## src/rtl/counter_modn_pkg.sv

```systemverilog
// counter_pkg: shared types and helpers for the modulo-N counter slice.
//   cnt_mode_t : decodes the sat_mode input (wrap / saturate).
//   cnt_width  : clog2-based width of a counter that must hold 0 .. n-1,
//                never narrower than one bit.
package counter_pkg;

    typedef enum logic {
        CNT_WRAP = 1'b0,
        CNT_SAT  = 1'b1
    } cnt_mode_t;

    function automatic int unsigned cnt_width(input int unsigned n);
        return (n <= 2) ? 1 : $clog2(n);
    endfunction

endpackage

```

## src/rtl/counter_modn_if.sv

```systemverilog
// counter_modn_if: control and status bundle of counter_modn.
//   master : drives clear/load/data_in/enable/up/sat_mode, observes status.
//   slave  : the counter itself; drives count/tc/wrap/ovf/load_err.
interface counter_modn_if #(
    parameter int unsigned NBITS = 4
);
    logic             clear;
    logic             load;
    logic [NBITS-1:0] data_in;
    logic             enable;
    logic             up;
    logic             sat_mode;
    logic [NBITS-1:0] count;
    logic             tc;
    logic             wrap;
    logic             ovf;
    logic             load_err;

    modport master (
        output clear, load, data_in, enable, up, sat_mode,
        input  count, tc, wrap, ovf, load_err
    );

    modport slave (
        input  clear, load, data_in, enable, up, sat_mode,
        output count, tc, wrap, ovf, load_err
    );
endinterface

```

## src/rtl/counter_modn_prescaler.sv

```systemverilog
// prescaler_tick: divides the enable stream by PRESCALE.
//   clk_2   : clock, rising edge.
//   reset_n : asynchronous active-low reset.
//   clear   : synchronous return of the phase counter to 0.
//   enable  : advances the phase counter; counter holds while low.
//   tick    : high on the enabled cycle where the phase counter is at PRESCALE-1.
module prescaler_tick
    import counter_pkg::*;
#(
    parameter int unsigned PRESCALE = 1
) (
    input  logic clk_2,
    input  logic reset_n,
    input  logic clear,
    input  logic enable,
    output logic tick
);
    localparam int unsigned PW = cnt_width(PRESCALE);
    localparam logic [PW-1:0] PRE_LAST = PW'(PRESCALE - 1);

    logic [PW-1:0] r_pre;
    logic          w_last;

    // With PRESCALE = 1 r_pre is pinned at 0, so tick collapses to enable.
    assign w_last = (r_pre == PRE_LAST);
    assign tick   = enable && w_last;

    always_ff @(posedge clk_2 or negedge reset_n) begin
        if (!reset_n) begin
            r_pre <= '0;
        end else if (clear) begin
            r_pre <= '0;
        end else if (enable) begin
            r_pre <= w_last ? '0 : r_pre + PW'(1);
        end
    end
endmodule

```

## src/rtl/counter_modn.sv

```systemverilog
// counter_modn: modulo-MODULUS up/down counter with prescaler,
// wrap/saturate limit handling and cascade support.
//   clk_2   : clock, rising edge.
//   reset_n : asynchronous active-low reset.
//   bus     : counter_modn_if.slave
//             in : clear, load, data_in, enable, up, sat_mode
//             out: count, tc (combinational), wrap, ovf (sticky), load_err
module counter_modn
    import counter_pkg::*;
#(
    parameter int unsigned MODULUS  = 10,
    parameter int unsigned NBITS    = cnt_width(MODULUS),
    parameter int unsigned PRESCALE = 1
) (
    input  logic           clk_2,
    input  logic           reset_n,
    counter_modn_if.slave  bus
);
    localparam logic [NBITS-1:0] CNT_MAX = NBITS'(MODULUS - 1);
    localparam logic [NBITS:0]   CNT_LIM = (NBITS + 1)'(MODULUS);

    logic [NBITS-1:0] r_count;
    logic             r_wrap;
    logic             r_ovf;
    logic             r_load_err;

    logic             w_tick;
    logic             w_tc;
    logic             w_load_ok;
    logic             w_pre_clear;
    logic             w_pre_en;
    logic             w_cascade;
    cnt_mode_t        w_mode;

    assign w_mode    = cnt_mode_t'(bus.sat_mode);
    assign w_load_ok = ({1'b0, bus.data_in} < CNT_LIM);

    // Any load freezes the prescaler: an accepted one restarts it, a
    // rejected one must leave it holding.
    assign w_pre_clear = bus.clear || (bus.load && w_load_ok);
    assign w_pre_en    = bus.enable && !bus.load;

    prescaler_tick #(
        .PRESCALE (PRESCALE)
    ) u_pre (
        .clk_2   (clk_2),
        .reset_n (reset_n),
        .clear   (w_pre_clear),
        .enable  (w_pre_en),
        .tick    (w_tick)
    );

    always_comb begin
        w_tc = (bus.up && (r_count == CNT_MAX)) || (!bus.up && (r_count == '0));
    end

    // Next-stage enable; it is also exactly the "step attempted at the limit"
    // condition, so the core uses it to select the limit branch.
    assign w_cascade = w_tc && w_tick;

    always_ff @(posedge clk_2 or negedge reset_n) begin
        if (!reset_n) begin
            r_count    <= '0;
            r_wrap     <= 1'b0;
            r_ovf      <= 1'b0;
            r_load_err <= 1'b0;
        end else begin
            r_wrap     <= 1'b0;
            r_load_err <= 1'b0;
            if (bus.clear) begin
                r_count <= '0;
                r_ovf   <= 1'b0;
            end else if (bus.load) begin
                if (w_load_ok) begin
                    r_count <= bus.data_in;
                end else begin
                    r_load_err <= 1'b1;
                end
            end else if (w_cascade) begin
                r_ovf <= 1'b1;
                if (w_mode == CNT_WRAP) begin
                    r_count <= bus.up ? '0 : CNT_MAX;
                    r_wrap  <= 1'b1;
                end
            end else if (w_tick) begin
                r_count <= bus.up ? r_count + NBITS'(1) : r_count - NBITS'(1);
            end
        end
    end

    assign bus.count    = r_count;
    assign bus.tc       = w_tc;
    assign bus.wrap     = r_wrap;
    assign bus.ovf      = r_ovf;
    assign bus.load_err = r_load_err;
endmodule

```

## src/flat_wrapper.sv

```systemverilog
// flat-port wrapper written by rule: the top's interface ports become plain ports
module counter_modn_flat import counter_pkg::*;
#(
    parameter int unsigned MODULUS  = 10,
    parameter int unsigned NBITS    = cnt_width(MODULUS),
    parameter int unsigned PRESCALE = 1
)
  (clk_2, reset_n, bus_clear, bus_load, bus_data_in, bus_enable, bus_up, bus_sat_mode, bus_count, bus_tc, bus_wrap, bus_ovf, bus_load_err);
  counter_modn_if #(.NBITS(NBITS)) bus_i ();
  input  logic clk_2;
  input  logic reset_n;
  input wire logic [$bits(bus_i.clear)-1:0] bus_clear;
  input wire logic [$bits(bus_i.load)-1:0] bus_load;
  input wire logic [$bits(bus_i.data_in)-1:0] bus_data_in;
  input wire logic [$bits(bus_i.enable)-1:0] bus_enable;
  input wire logic [$bits(bus_i.up)-1:0] bus_up;
  input wire logic [$bits(bus_i.sat_mode)-1:0] bus_sat_mode;
  output wire logic [$bits(bus_i.count)-1:0] bus_count;
  output wire logic [$bits(bus_i.tc)-1:0] bus_tc;
  output wire logic [$bits(bus_i.wrap)-1:0] bus_wrap;
  output wire logic [$bits(bus_i.ovf)-1:0] bus_ovf;
  output wire logic [$bits(bus_i.load_err)-1:0] bus_load_err;
  assign bus_i.clear = bus_clear;
  assign bus_i.load = bus_load;
  assign bus_i.data_in = bus_data_in;
  assign bus_i.enable = bus_enable;
  assign bus_i.up = bus_up;
  assign bus_i.sat_mode = bus_sat_mode;
  assign bus_count = bus_i.count;
  assign bus_tc = bus_i.tc;
  assign bus_wrap = bus_i.wrap;
  assign bus_ovf = bus_i.ovf;
  assign bus_load_err = bus_i.load_err;
  counter_modn #(.MODULUS(MODULUS), .NBITS(NBITS), .PRESCALE(PRESCALE)) u_core (.clk_2(clk_2), .reset_n(reset_n), .bus(bus_i));
endmodule
```

## config.mk

```make
export PLATFORM = sky130hd
export DESIGN_NAME = counter_modn_flat
export DESIGN_NICKNAME = d
export VERILOG_FILES = /design/src/rtl/counter_modn_pkg.sv /design/src/rtl/counter_modn_if.sv /design/src/rtl/counter_modn_prescaler.sv /design/src/rtl/counter_modn.sv /design/src/flat_wrapper.sv
export SDC_FILE = /design/constraint.sdc
export NUM_CORES = 1
export LEC_CHECK = 0
export CAP_MARGIN = 40
export CORE_UTILIZATION = 35
export DETAILED_ROUTE_END_ITERATION = 10
export HOLD_SLACK_MARGIN = 0.05
export PLACE_DENSITY = 0.77
export SKIP_CTS_REPAIR_TIMING = 1
export SLEW_MARGIN = 10
export SYNTH_ARGS = -nofsm -noshare
export SYNTH_HDL_FRONTEND = slang
export SYNTH_SLANG_ARGS = --single-unit
```

## constraint.sdc

```tcl
create_clock -name clk_2 -period 2.5 [get_ports clk_2]
set_input_delay 0.25 -clock clk_2 [delete_from_list [all_inputs] [get_ports clk_2]]
set_output_delay 0.25 -clock clk_2 [all_outputs]
set_load 0.1 [all_outputs]
```

# Word-level counts from Yosys, hierarchy flattened
# Cells that the tools add are included.
[word_totals]
regBits = 8
input_bits = 11
output_inout_bits = 8
wordCells = 51
[classes]
addsub = 3
n_lt_le_gt_ge = 1
n_eq_ne = 4
n_mux = 21
bitwise = 1
n_reduce_logical = 16
[op_table]
columns = ["operator", "count"]
rows = [
  ["4-bit two-way mux", 8],
  ["1-bit two-way mux", 13],
  ["1-bit logical AND", 6],
  ["4-bit by 1-bit adder with 4-bit output (second input constant)", 1],
  ["4-bit == test (second input constant)", 1],
  ["4-bit zero test", 1],
  ["4-bit less-than comparator (second input constant)", 1],
  ["4-bit != test (second input constant)", 1],
  ["2-bit nonzero test", 2],
  ["4-bit nonzero test", 1],
  ["4-bit by 1-bit subtractor with 4-bit output (second input constant)", 1],
  ["3-bit by 2-bit != test with 1-bit output (second input constant)", 1],
  ["3-bit AND reduction", 1],
  ["1-bit zero test", 2],
  ["1-bit logical OR", 2],
  ["2-bit != test (second input constant)", 1],
  ["2-bit AND reduction", 1],
  ["1-bit adder (second input constant)", 1],
  ["1-bit inverter", 1],
]

# Depth between registers and ports, before layout
[depth]
ltp_word = 7
mapped_depth = 7

# Hierarchy
# Synthesis repeated with hierarchy kept, for this count alone.
[hier_totals]
cells_unflattened = 58
area_unflattened_um2 = 536.8
[modules_own_cells]
columns = ["module", "n_inst", "cells_per_inst", "area_per_inst_um2", "seq_area_each_um2"]
rows = [
  ["counter_modn", 1, 57, 529.3, 175.2],
  ["prescaler_tick", 1, 1, 7.5, 0.0],
]

# Worst setup path after synthesis
# Ideal clock, no wire load.
[synth_timing]
path_kind = "register to output"
start = "register u_core.r_count[0] (netlist: u_core.bus.count[0])"
end = "output port bus_tc"
arrival_ps = 3429
required_ps = 2250
path_slack_ps = -1179
stages_incl_launch_ff = 4
path_buffers = 0
path_cell_list = "dfrtp_1 -> and3_4 -> nor2_1 -> nor3_1"
[synth_between]
elab_chain_cells = 3
word_cells_on_any_way = 5
classes_between = "1 x eq/ne; 4 x reduce/logical"
[synth_lines]
columns = ["element", "line", "text"]
rows = [
  ["start: declaration", "counter_modn.sv:22", "logic [NBITS-1:0] r_count;"],
  ["start signal: assignment", "counter_modn.sv:75", "r_count <= bus.data_in;"],
  ["start signal: assignment", "counter_modn.sv:82", "r_count <= bus.up ? '0 : CNT_MAX;"],
  ["start signal: assignment", "counter_modn.sv:86", "r_count <= bus.up ? r_count + NBITS'(1) : r_count - NBITS'(1);"],
  ["4-bit == test or 4-bit zero test (tied branches)", "counter_modn.sv:54", "w_tc = (bus.up && (r_count == CNT_MAX)) || (!bus.up && (r_count == '0));"],
  ["1-bit logical AND", "counter_modn.sv:54", ""],
  ["1-bit logical OR *", "counter_modn.sv:54", ""],
  ["end: declaration", "flat_wrapper.sv:19", "output wire logic [$bits(bus_i.tc)-1:0] bus_tc;"],
]
# Mark *: on every way between the ends. The rest lies on a longest branch, timed or not.

# Worst setup path after layout
[layout_timing]
start = "input port bus_up"
end = "output port bus_tc"
[layout_between]
elab_chain_cells = 3
word_cells_on_any_way = 4
classes_between = "4 x reduce/logical"
[layout_lines]
columns = ["element", "line", "text"]
rows = [
  ["start: declaration", "flat_wrapper.sv:16", "input wire logic [$bits(bus_i.up)-1:0] bus_up;"],
  ["1-bit zero test", "counter_modn.sv:54", ""],
  ["1-bit logical AND", "counter_modn.sv:54", ""],
  ["1-bit logical OR *", "counter_modn.sv:54", ""],
]
# Marks and branches as above.

==> metrics.txt <==
status=finished, final reports clean; fillcell total=between 100 and 150; Syn Nets=between 60 and 70; Top delay family on crit path=simple AND/OR/NAND/NOR gates; Pwr per Cell Area=about 720 nW/um2; Met1 Wirelength=roughly 550 um; design area=~740 um2; area of the die=approximately 1600 um2; arrival time worst endpoint=~1800 ps; Syn Area/Cell=around 9.7 um2; Rel. slew slack=between 70% and 80%; All-Layer GR Usage=roughly 18%; Hold WC Path Type=input port to async pin; die height=about 40 um; Critical Path Slowest Stage Cell=clkdlybuf4s50_1; global route overflow=0; CTS tree=yes; period utilization=around 80%; P_leak=between 0.3 and 0.4 nW; Setup WS post-layout=approximately 500 ps; final RePlAce weighted congestion=just under 0.9; Pre-antenna DRT Iters=4; critical path's largest stage delay=around 530 ps; vias in the first global route=roughly 440; total core area=between 1000 and 1500 um2; #FFs+latches synth=7; Ys Warns=0; first-pass GRT wire length=roughly 1900 um; post-synthesis async set-or-reset flop share=between 90% and 100%; dominant cell type by area after synthesis=dfrtp_1; number of synthesized flops with an enable pin=0; initial antenna violation count=0; clock latency on the worst-skew pair=approximately 250 ps; clock slew at reported path FFs=around 60 ps; Post-DP Area=roughly 710 um2; Post-Syn Instances=53; CTS Buf Count=3; CP Data Required Time=2250 ps; CP Launch Type=input port; initial core utilization=38.6%; crit path time final=between 1500 and 2000 ps; H-tree Lvls=1; Worst Tran Pin Value=415 ps; mapped cell area=approximately 510 um2; f_max=between 500 and 600 MHz; clock tree buffer depth=2; final clock skew=roughly 3.6 ps; final layout net count=89; DR vias=a little over 500; CP Class=input port to output pin; average wire per standard cell=14.4 um; DP Worst Slack=319 ps; CP Max Fanout=6; # DRC=0; RSZ-0062 raised after global routing=false; most frequent cells after synthesis=nor2_1 (8), dfrtp_1 (7), inv_1 (4); prevailing post-synth register cell=dfrtp_1; HPWL Detailed=slightly below 1000 um; Cell variety after synth=30; routed length on met2=599 um; Buf/Inv on CP=2; Routed Antenna Nets=0; max-slew violation count=0; top post-synthesis cells by area=dfrtp_1 (34%), nor2_1 (5.8%), ha_1 (4.9%), o211ai_4 (4.1%), fa_1 (3.9%); Std-Cell Rows=13; Crit. End Element=output pin; Final Hold Viols=0; # diodes=0; most frequent cell after synthesis=nor2_1; Setup violations, final=0; metal3 WL=about 110 um; Seq/Total Area, Yosys=34.1%; maximum VDD drop=about 0.35 mV; pin count of the biggest net entering global routing=11; Area growth syn-to-layout=43.6%; maxcap violations=0; drt via density=5.72; critical path cell sequence=clkdlybuf4s50_1 -> nor3_1 -> nor2_1 -> nor3_4 -> buf_12; clock tree sinks=7; DR iter-0 viols=17; share of layout cells above drive strength 1=about 26%; Setup TNS=0 ps; Synth top area share=about 34%; io pins=19; IO Port Bufs=18; clock root buffer=clkbuf_4; chip width=just over 40 um; wirelength, routed=about 1300 um; top sig layer=met4
## path summary, 6_finish.rpt
| kind | from | endpoint | slack [ps] | cells after the start |
|---|---|---|---|---|
| setup / recovery | bus_up | bus_tc | 500 | 5 |
| hold reg to reg | u_core.bus.ovf | u_core.bus.ovf | 500 | 2 |
| max in group asynchronous | reset_n | u_core.bus.count[0] | 1990 | 1 |
| min in group clk_2 | u_core.bus.ovf | u_core.bus.ovf | 500 | 2 |
| hold / removal | reset_n | u_core.bus.load_err | 260 | 1 |
| setup reg to reg | u_core.bus.count[1] | u_core.bus.count[3] | 710 | 6 |
## placed cells by master (no fill, tap or decap), drive strengths merged, types with 2 or more instances in the layout
master	netlist	final
inv	4	4
nor2	8	8
xnor2	2	2
clkdlybuf4s50	0	10
a21oi	2	2
ha	2	2
dfrtp	7	7
o211ai	2	2
nor3	2	2
nand2	3	3
clkbuf	0	4
nand3	2	2
o21ai	2	2
buf	1	8
## logic make-up (layout without fill, tap and decap cells)
kind of cell	after synthesis	count (layout)	share of synthesized area [%]
buf+inv	5	26	3.89
flops	7	7	34.1
fa+ha+maj	3	3	8.76
xor+xnor	2	2	3.41
compound gates	15	15	26.5
simple gates	21	21	23.4
## layout make-up
type                            count  area, um2  area share, %
Inverter                            4       15.0           2.03
Tap cell                           15       18.8           2.54
Sequential cell                     7        175           23.7
Clock buffer                        4       26.3           3.56
Multi-Input combinational cell     41        330           44.7
Timing Repair Buffer               18        173           23.4
## where the power goes
group	internal, mW	switching (mW)	total, mW
Clock	0.0612	0.0453	0.106
Combinational	0.0861	0.188	0.275
Sequential	0.126	0.0225	0.148
## per-stage QoR
step	instances	power [mW]	hold slack [ps]	utilization, %
floorplan	53	0.345	-45.6	-
global placement	85	0.421	483	53.4
detailed placement	85	0.424	492	53.4
CTS	89	0.532	264	55.3
global route	89	0.559	276	55.3
finish	89	0.529	260	55.3
## sequential cells by signal, indices dropped and copies added, names as in the netlist
| name | count |
|---|---|
| u_core.bus.wrap | 1 |
| u_core.bus.ovf | 1 |
| u_core.bus.count | 4 |
| u_core.bus.load_err | 1 |
## per-layer routing
metal / track usage (%) / vias to the layer above
met2: 29.0 / 30
met5: 0 / -
met1: 22.8 / 230
met3: 7.78 / 8
met4: 3.33 / 0
li1: - / 241
## worst register-to-register path, delay by kind of cell (launching register included)
| family | cells | cell delay (ps) |
|---|---|---|
| adders and majority gates | 1 | 330 |
| AOI/OAI and AO/OA | 4 | 800 |
| DFF | 1 | 470 |
| xor gates and xnor gates | 1 | 110 |
Note: power is estimated with default switching activity, not from simulation.
